$ cat src/rtl/bwt_pkg.sv
// Shared widths, source encodings and the request payload for the BWT
// occurrence-table request path.
package bwt_pkg;

    localparam int unsigned ADDR_W = 42;
    localparam int unsigned RN_W   = 6;

    localparam logic SRC_FWD = 1'b0;
    localparam logic SRC_BCK = 1'b1;

    typedef struct packed {
        logic [ADDR_W-1:0] addr_k;
        logic [ADDR_W-1:0] addr_l;
        logic [RN_W-1:0]   read_num;
    } req_t;

endpackage

$ cat src/rtl/req_fifo.sv
// Small synchronous request FIFO; one wrap bit on each pointer tells full from empty.
module req_fifo
    import bwt_pkg::*;
#(
    parameter int unsigned DEPTH = 4
) (
    input  logic                       clk,
    input  logic                       rst,
    input  logic                       push,
    input  req_t                       push_data,
    input  logic                       pop,
    output req_t                       head,
    output logic [$clog2(DEPTH):0]     count,
    output logic                       full,
    output logic                       empty
);

    localparam int unsigned AW = $clog2(DEPTH);

    req_t          mem [DEPTH];
    logic [AW:0]   wr_ptr;
    logic [AW:0]   rd_ptr;
    logic          do_push;
    logic          do_pop;

    // A pop in the same cycle frees the slot, so a push into a full FIFO still lands.
    assign do_pop  = pop & ~empty;
    assign do_push = push & (~full | do_pop);

    assign count = wr_ptr - rd_ptr;
    assign full  = (count == (AW+1)'(DEPTH));
    assign empty = (count == '0);
    assign head  = mem[rd_ptr[AW-1:0]];

    always_ff @(posedge clk or negedge rst) begin
        if (!rst) begin
            wr_ptr <= '0;
            rd_ptr <= '0;
        end else begin
            if (do_push) wr_ptr <= wr_ptr + (AW+1)'(1);
            if (do_pop)  rd_ptr <= rd_ptr + (AW+1)'(1);
        end
    end

    always_ff @(posedge clk) begin
        if (do_push) mem[wr_ptr[AW-1:0]] <= push_data;
    end

endmodule

$ cat src/rtl/bwt_req_arbiter.sv
// Round-robin share of the occurrence-table request port between the forward
// and backward pipelines, with credit throttling and sticky error flags.
module bwt_req_arbiter
    import bwt_pkg::*;
#(
    parameter int unsigned FIFO_DEPTH = 4,
    parameter int unsigned MAX_OUTST  = 32
) (
    input  logic              clk,
    input  logic              rst,
    input  logic              f_req_valid,
    input  logic [ADDR_W-1:0] f_addr_k,
    input  logic [ADDR_W-1:0] f_addr_l,
    input  logic [RN_W-1:0]   f_read_num,
    output logic              f_stall,
    input  logic              b_req_valid,
    input  logic [ADDR_W-1:0] b_addr_k,
    input  logic [ADDR_W-1:0] b_addr_l,
    input  logic [RN_W-1:0]   b_read_num,
    output logic              b_stall,
    output logic              mem_req_valid,
    input  logic              mem_req_ready,
    output logic [ADDR_W-1:0] mem_addr_k,
    output logic [ADDR_W-1:0] mem_addr_l,
    output logic              mem_req_src,
    output logic [RN_W-1:0]   mem_read_num,
    input  logic              mem_rsp_valid,
    output logic [5:0]        outstanding,
    output logic              err_overflow,
    output logic              err_underflow,
    output logic              idle
);

    localparam int unsigned CW = $clog2(FIFO_DEPTH) + 1;
    localparam int unsigned OW = 6;

    req_t          f_in, b_in, f_head, b_head, g_head;
    logic [CW-1:0] f_count, b_count;
    logic          f_full, f_empty, b_full, b_empty;
    logic          f_pop, b_pop;
    logic          grant_src, handshake, credit_ok;
    logic          rr_q, lock_q, lock_src_q;
    logic [OW-1:0] outst_q, outst_d;
    logic          err_ovf_q, err_unf_q, underflow_c;

    assign f_in = '{addr_k: f_addr_k, addr_l: f_addr_l, read_num: f_read_num};
    assign b_in = '{addr_k: b_addr_k, addr_l: b_addr_l, read_num: b_read_num};

    req_fifo #(.DEPTH(FIFO_DEPTH)) u_fwd_fifo (
        .clk(clk), .rst(rst), .push(f_req_valid), .push_data(f_in), .pop(f_pop),
        .head(f_head), .count(f_count), .full(f_full), .empty(f_empty)
    );

    req_fifo #(.DEPTH(FIFO_DEPTH)) u_bck_fifo (
        .clk(clk), .rst(rst), .push(b_req_valid), .push_data(b_in), .pop(b_pop),
        .head(b_head), .count(b_count), .full(b_full), .empty(b_empty)
    );

    // One slot stays free for the request already in flight when the stall lands.
    assign f_stall = (f_count >= CW'(FIFO_DEPTH - 1));
    assign b_stall = (b_count >= CW'(FIFO_DEPTH - 1));

    assign credit_ok     = (outst_q < OW'(MAX_OUTST));
    assign mem_req_valid = (~f_empty | ~b_empty) & credit_ok;
    assign handshake     = mem_req_valid & mem_req_ready;

    // A stalled offer keeps its source; otherwise round-robin among non-empty sources.
    always_comb begin
        grant_src = SRC_FWD;
        if (lock_q)                grant_src = lock_src_q;
        else if (!f_empty && !b_empty) grant_src = rr_q;
        else if (!b_empty)         grant_src = SRC_BCK;
    end

    assign g_head = (grant_src == SRC_BCK) ? b_head : f_head;
    assign f_pop  = handshake & (grant_src == SRC_FWD);
    assign b_pop  = handshake & (grant_src == SRC_BCK);

    assign mem_addr_k   = mem_req_valid ? g_head.addr_k   : '0;
    assign mem_addr_l   = mem_req_valid ? g_head.addr_l   : '0;
    assign mem_read_num = mem_req_valid ? g_head.read_num : '0;
    assign mem_req_src  = mem_req_valid & grant_src;

    always_comb begin
        outst_d     = outst_q;
        underflow_c = 1'b0;
        unique case ({handshake, mem_rsp_valid})
            2'b10:   outst_d = outst_q + OW'(1);
            2'b01: begin
                if (outst_q == '0) underflow_c = 1'b1;
                else               outst_d = outst_q - OW'(1);
            end
            default: outst_d = outst_q;
        endcase
    end

    always_ff @(posedge clk or negedge rst) begin
        if (!rst) begin
            rr_q       <= SRC_FWD;
            lock_q     <= 1'b0;
            lock_src_q <= SRC_FWD;
            outst_q    <= '0;
            err_ovf_q  <= 1'b0;
            err_unf_q  <= 1'b0;
        end else begin
            if (handshake) rr_q <= ~grant_src;
            lock_q     <= mem_req_valid & ~mem_req_ready;
            lock_src_q <= grant_src;
            outst_q    <= outst_d;
            err_ovf_q  <= err_ovf_q | (f_req_valid & f_full & ~f_pop)
                                    | (b_req_valid & b_full & ~b_pop);
            err_unf_q  <= err_unf_q | underflow_c;
        end
    end

    assign outstanding   = outst_q;
    assign err_overflow  = err_ovf_q;
    assign err_underflow = err_unf_q;
    assign idle          = f_empty & b_empty & (outst_q == '0);

endmodule

$ cat config.mk
export PLATFORM = sky130hd
export DESIGN_NAME = bwt_req_arbiter
export DESIGN_NICKNAME = d
export VERILOG_FILES = /design/src/rtl/bwt_pkg.sv /design/src/rtl/req_fifo.sv /design/src/rtl/bwt_req_arbiter.sv
export SDC_FILE = /design/constraint.sdc
export NUM_CORES = 1
export LEC_CHECK = 0
export CAP_MARGIN = 20
export CORE_UTILIZATION = 57
export DETAILED_ROUTE_END_ITERATION = 10
export PLACE_DENSITY = 0.8
export SETUP_SLACK_MARGIN = 0.15
export SLEW_MARGIN = 20
export SYNTH_ARGS = -nofsm -noshare
export SYNTH_HDL_FRONTEND = slang
export SYNTH_SLANG_ARGS = --single-unit
$ cat constraint.sdc
create_clock -name clk -period 6.4 [get_ports clk]
set_clock_uncertainty 0.2 [all_clocks]
set_input_delay 0.96 -clock clk [delete_from_list [all_inputs] [get_ports clk]]
set_output_delay 0.96 -clock clk [all_outputs]
set_load 0.01 [all_outputs]
### Yosys cells after proc, flatten, opt, wreduce, memory -nomap -nowiden

Memory sizes are Yosys's and may differ from the RTL's.
Index checks and enable logic that the tools add are counted.

* bits in registers: 23
* RAM bits: 720
* output and inout port bits: 103
* logic and storage cells: 81
* memories: 2

* add/sub/neg operators: 8
* magnitude comparators: 3
* equal/unequal tests: 5
* muxes and demuxes: 15
* bitwise operators: 30
* reduce and logical (&&, ||, !) cells: 8

Memories
* u_bck_fifo.mem: depth 4, bits a word 90, rd ports 1, clocked after memory_dff 0, wr ports 1, line req_fifo.sv:20 `req_t mem [DEPTH];`
* u_fwd_fifo.mem: depth 4, bits a word 90, rd ports 1, clocked after memory_dff 0, wr ports 1, line req_fifo.sv:20

Operators with widths (number)
* 2-to-1 mux 90 bit: 1
* 2-to-1 mux 42 bit: 2
* bitwise AND 1 bit: 16
* adder 3 x 1 -> 3 bit (second input constant): 4
* 2-to-1 mux 6 bit: 2
* case mux 6 bit (2 select lines): 1
* 2-to-1 mux 1 bit: 9
* NOT 1 bit: 8
* adder 6 x 1 -> 6 bit (second input constant): 1
* equality test 3 bit (second input constant): 2
* greater-or-equal comparator 3 x 2 -> 1 bit (second input constant): 2
* logical NOT 3 bit: 2
* logical NOT 6 bit: 1
* less-than comparator 6 bit (second input constant): 1
* OR 1 bit: 6
* subtractor 3 bit: 2
* subtractor 6 x 1 -> 6 bit (second input constant): 1
* equality test 2 x 1 -> 1 bit (second input constant): 1
* equality test 2 bit (second input constant): 1
* logical NOT 1 bit: 2
* inequality test 2 bit (second input constant): 1
* AND reduction 2 bit: 1
* nonzero test 2 bit: 1
* logical AND 1 bit: 1

### Logic depth before layout (Yosys ltp)

* depth after elaboration: 13
* depth in mapped cells: 13
* depth with buffers taken out: 12

### By module

A second synthesis with hierarchy kept.

* cell total of the unflattened synthesis: 1384
* area total of the unflattened synthesis: 28660.0 um2

By module, submodules not included
* req_fifo at u_bck_fifo: times used 1, cells an instance 508, area an instance 13350.3 um2, seq. area each 10960.5 um2
* req_fifo at u_fwd_fifo: times used 1, cells an instance 505, area an instance 13332.8 um2, seq. area each 10960.5 um2
* bwt_req_arbiter: times used 1, cells an instance 371, area an instance 1976.9 um2, seq. area each 275.3 um2

### Worst setup path after synthesis

Ideal clock, no wire load.

* kind: register -> register
* start point: register u_fwd_fifo.wr_ptr[0]
* end point: memory u_fwd_fifo.mem[0][0] (netlist name), enable pin
* setup time: 0.459 ns
* arrival: 4.115 ns
* data required time: 5.741 ns
* path slack: 1.626 ns
* stages on the path, launching flop included: 12
* buffers on the path: 0
* period minus slack after synthesis: 4.774 ns
* cell sequence: dfrtp_1 > inv_1 > ha_1 > fa_1 > xor3_2 > nor2_2 > nand2_1 > nand2b_2 > inv_2 > and2_4 > a211oi_4 > and3b_1

RTL lines
* start: declaration: line req_fifo.sv:21 `logic [AW:0] wr_ptr;`
* start signal: assignment: line req_fifo.sv:40 `if (do_push) wr_ptr <= wr_ptr + (AW+1)'(1);`
* subtractor 3 bit: line req_fifo.sv:30 `assign count = wr_ptr - rd_ptr;`
* logical NOT 3 bit: line req_fifo.sv:32 `assign empty = (count == '0);`
* NOT 1 bit: line bwt_req_arbiter.sv:64 `assign mem_req_valid = (~f_empty | ~b_empty) & credit_ok;`
* OR 1 bit: line bwt_req_arbiter.sv:64
* bitwise AND 1 bit: line bwt_req_arbiter.sv:64
* net mem_req_valid: line bwt_req_arbiter.sv:21 `output logic mem_req_valid,`
* bitwise AND 1 bit: line bwt_req_arbiter.sv:65 `assign handshake = mem_req_valid & mem_req_ready;`
* bitwise AND 1 bit: line bwt_req_arbiter.sv:76 `assign f_pop = handshake & (grant_src == SRC_FWD);`
* bitwise AND 1 bit: line req_fifo.sv:27 `assign do_pop = pop & ~empty;`
* OR 1 bit: line req_fifo.sv:28 `assign do_push = push & (~full | do_pop);`
* bitwise AND 1 bit: line req_fifo.sv:28
* 2-to-1 mux 1 bit: line req_fifo.sv:46 `if (do_push) mem[wr_ptr[AW-1:0]] <= push_data;`
* 2-to-1 mux 1 bit (not written as such): line req_fifo.sv:46
* end: declaration: line req_fifo.sv:20

The timed path passes the listed nets, and every way through them passes these cells.

### Worst setup path after layout

* start point: register u_fwd_fifo.rd_ptr[1]
* end point: output mem_addr_l[7]

* word-level cells in the longest chain between the ends: 8

Ends and longest elaborated chain
* start: declaration: line req_fifo.sv:22 `logic [AW:0] rd_ptr;`
* start signal: assignment: line req_fifo.sv:41 `if (do_pop) rd_ptr <= rd_ptr + (AW+1)'(1);`
* subtractor 3 bit: line req_fifo.sv:30
* logical NOT 3 bit: line req_fifo.sv:32
* logical NOT 1 bit: line bwt_req_arbiter.sv:71 `else if (!f_empty && !b_empty) grant_src = rr_q;`
* logical AND 1 bit: line bwt_req_arbiter.sv:71
* 2-to-1 mux 1 bit: line bwt_req_arbiter.sv:71
* 2-to-1 mux 1 bit: line bwt_req_arbiter.sv:70 `if (lock_q) grant_src = lock_src_q;`
* 2-to-1 mux 90 bit: line bwt_req_arbiter.sv:75 `assign g_head = (grant_src == SRC_BCK) ? b_head : f_head;`
* 2-to-1 mux 42 bit *: line bwt_req_arbiter.sv:80 `assign mem_addr_l = mem_req_valid ? g_head.addr_l : '0;`
* end: declaration: line bwt_req_arbiter.sv:24 `output logic [ADDR_W-1:0] mem_addr_l,`

Mark *: on every way between the ends. The rest lies on a longest branch, timed or not.

==> impl_metrics.env <==
export IMPL_fill_cells=2982
export IMPL_leakagePower_uw=0.0113
export IMPL_grtUsageTotal_pct=25.7
export IMPL_io_buffers=288
export IMPL_critPathMaxStageDelay_ns=0.70
export IMPL_hold_slack_ns=0.153
export IMPL_crit_path_top_delay_cell="inv_4"
export IMPL_end_kind="output pin"
export IMPL_power_total_uw=18900
export IMPL_ys_ff_latch=743
export IMPL_drv_slew=0
export IMPL_setup_viol=0
export IMPL_cts_sinks=743
export IMPL_ctsHoldBuffers=0
export IMPL_rows=81
export IMPL_gp_congestion=0.805
export IMPL_clock_latency_ns=0.59
export IMPL_core_area_sq_um=49300
export IMPL_ys_seq_area_share_pct=77.4
export IMPL_post_cts_buffers=0
export IMPL_grt_pass1_wl_mm=94.2
export IMPL_hp_class="input pin to async pin"
export IMPL_final_cell_mix="edfxtp_1 (720), clkdlybuf4s50_1 (287), nand2_1 (192)"
export IMPL_ctsHtreeMaxLevel=3
export IMPL_path_cells="fa_1 -> xnor3_1 -> a21oi_1 -> o21a_4 -> inv_4 -> buf_4 -> nand2_1 -> a21oi_1 -> clkdlybuf4s50_1"
export IMPL_syn_avg_cell_area_sq_um=20.8
export IMPL_wl_mm=64.7
export IMPL_syn_nets=1582
export IMPL_pin_count=289
export IMPL_wl_per_cell_microns=26.6
export IMPL_drive_gt1_share_pct=19.1
export IMPL_relSlewSlack_pct=32.1
export IMPL_syn_inst=1381
export IMPL_path_class="flop to output pin"
export IMPL_finalSetupTns_ns=0
export IMPL_grt_start_max_net_pins=93
export IMPL_nNetsFinal=1898
export IMPL_cts_buffers_inserted=74
export IMPL_power_density_nw_per_um2=546
export IMPL_overflow=0
export IMPL_fin_util_pct=70.3
export IMPL_yosysUniqueCellTypes=52
export IMPL_setup_slack_ns=0.657
export IMPL_clkTransAtPathRegs_ns=0.06
export IMPL_antenna_found_initial=22
export IMPL_synth_edf_count=720
export IMPL_cp_arrival_ns=4.58
export IMPL_netlist_area_sq_um=28700
export IMPL_period_minus_slack_ns=5.74
export IMPL_viasPerCell=6.03
export IMPL_cts_root_buf="clkbuf_16"
export IMPL_worst_pin_slew_ns=1.02
export IMPL_area_growth_pct=20.8
export IMPL_hpwl_mm=38.2
export IMPL_cts_buffer_depth=3
export IMPL_drt_iter0_markers=1281
export IMPL_cp_start_kind="flop"
export IMPL_dp_slack_ns=1.35
export IMPL_die_h_microns=226
export IMPL_yosysWarnings=0
export IMPL_async_flop_share_pct=3.10
export IMPL_start_util_pct=58.2
export IMPL_chipWidth_microns=226
export IMPL_cp_top_family="buffers and inverters"
export IMPL_crit_buf_inv=3
export IMPL_critical_path_required_ns=5.24
export IMPL_vdd_drop_max_uv=458
export IMPL_cp_max_fo=74
export IMPL_drt_pass1_iter_count=5
export IMPL_ctsResizeCount=0
export IMPL_final_common_cell="edfxtp_1"
export IMPL_final_period_utilization_pct=89.7
export IMPL_synth_main_ff_cell="edfxtp_1"
export IMPL_status="completed"
export IMPL_drc=0
export IMPL_maxCapViolCount=0
export IMPL_drtAntennaViolNets=0
export IMPL_first_global_vias=15000
export IMPL_vias=14700
export IMPL_rsz0062_at_grt="false"
export IMPL_crit_path_frequent_cell="a21oi_1"
export IMPL_cts_tree="yes"
export IMPL_hold_viol=0
export IMPL_dieArea_sq_um=51200
export IMPL_max_freq_mhz=174
==> kinds of logic (layout without fill, tap and decap cells) <==
kind of cell / count (synthesis) / count (layout) / share of synthesized area (%)
AND/OR/NAND/NOR: 231 / 231 / 3.42
multiplexers: 184 / 184 / 14.3
adder cells (fa/ha/maj): 15 / 15 / 0.707
XOR/XNOR: 15 / 15 / 0.663
AO/OA/AOI/OAI: 114 / 114 / 2.29
other: 0 / 15 / 0
buffers and inverters: 79 / 454 / 1.26
flip-flops: 743 / 743 / 77.4
==> stage by stage <==
stage               std cells  area (sq um)
floorplan                1381         28700
global placement         2285         32400
detailed placement       2285         32400
CTS                      2420         34600
global route             2432         34600
finish                   2435         34600
==> power by group <==
group          switching [uW]  total, uW  internal [uW]
logic                    4300       7800           3510
clock network            1750       4020           2270
registers                 378       7080           6700
==> synth_stat cells (all sizes together), types with 2 or more instances <==
library cell / instances / share of area [%]
a21oi: 92 / 1.6
and2: 3 / 0.074
and3: 5 / 0.11
and3b: 4 / 0.12
buf: 27 / 0.58
clkbuf: 45 / 0.59
dfrtp: 23 / 2.0
edfxtp: 720 / 75
fa: 2 / 0.14
ha: 13 / 0.57
inv: 7 / 0.092
mux2: 4 / 0.16
mux4: 180 / 14
nand2: 192 / 2.5
nand2b: 3 / 0.074
nand3: 3 / 0.052
nor2: 9 / 0.13
nor2b: 2 / 0.044
nor3: 2 / 0.052
nor4b: 3 / 0.11
o2111ai: 3 / 0.092
o211ai: 4 / 0.10
o21ai: 6 / 0.10
xnor2: 4 / 0.12
xnor3: 2 / 0.16
xor2: 7 / 0.21
xor3: 2 / 0.17
==> state kept, by name, indices dropped and copies added, names as in the netlist <==
name / count
u_bck_fifo.mem: 360
u_fwd_fifo.mem: 360
outstanding: 6
u_bck_fifo.rd_ptr: 3
u_bck_fifo.wr_ptr: 3
u_fwd_fifo.rd_ptr: 3
u_fwd_fifo.wr_ptr: 3
err_overflow: 1
err_underflow: 1
lock_q: 1
lock_src_q: 1
rr_q: 1
==> final cells by class <==
cell class              instances  area (sq um)  share of cell area (%)
clock inverters                43           275                   0.794
flip-flops and latches        743         22200                    64.1
clock buffers                  92          1970                    5.69
multi-input cells             559          6170                    17.8
well taps                     664           831                    2.40
diodes                         15          37.5                   0.108
repair buffers                312          3120                    9.01
inverters                       7          28.8                  0.0831
==> path summary, 6_finish.rpt <==
path	to	start	slack, ns	cells after the start
max	mem_addr_l[7]	u_fwd_fifo.rd_ptr[1]$_DFFE_PN0P_	0.66	9
min	err_underflow$_DFF_PN0_	rst	0.15	1
max reg2reg	u_bck_fifo.mem[1][89]$_DFFE_PP_	u_fwd_fifo.rd_ptr[1]$_DFFE_PN0P_	1.50	8
min reg2reg	err_underflow$_DFF_PN0_	err_underflow$_DFF_PN0_	0.28	1
max in group asynchronous	u_bck_fifo.rd_ptr[0]$_DFFE_PN0P_	rst	5.41	1
min in group clk	err_underflow$_DFF_PN0_	err_underflow$_DFF_PN0_	0.28	1
==> layer usage <==
layer / share of wire, % / GRT usage [%]
met4: 2.5 / 9.76
met3: 8.0 / 6.48
met5: 0.17 / 0
met2: 51 / 41.9
met1: 38 / 33.8
(Power assumes the default switching activity.)
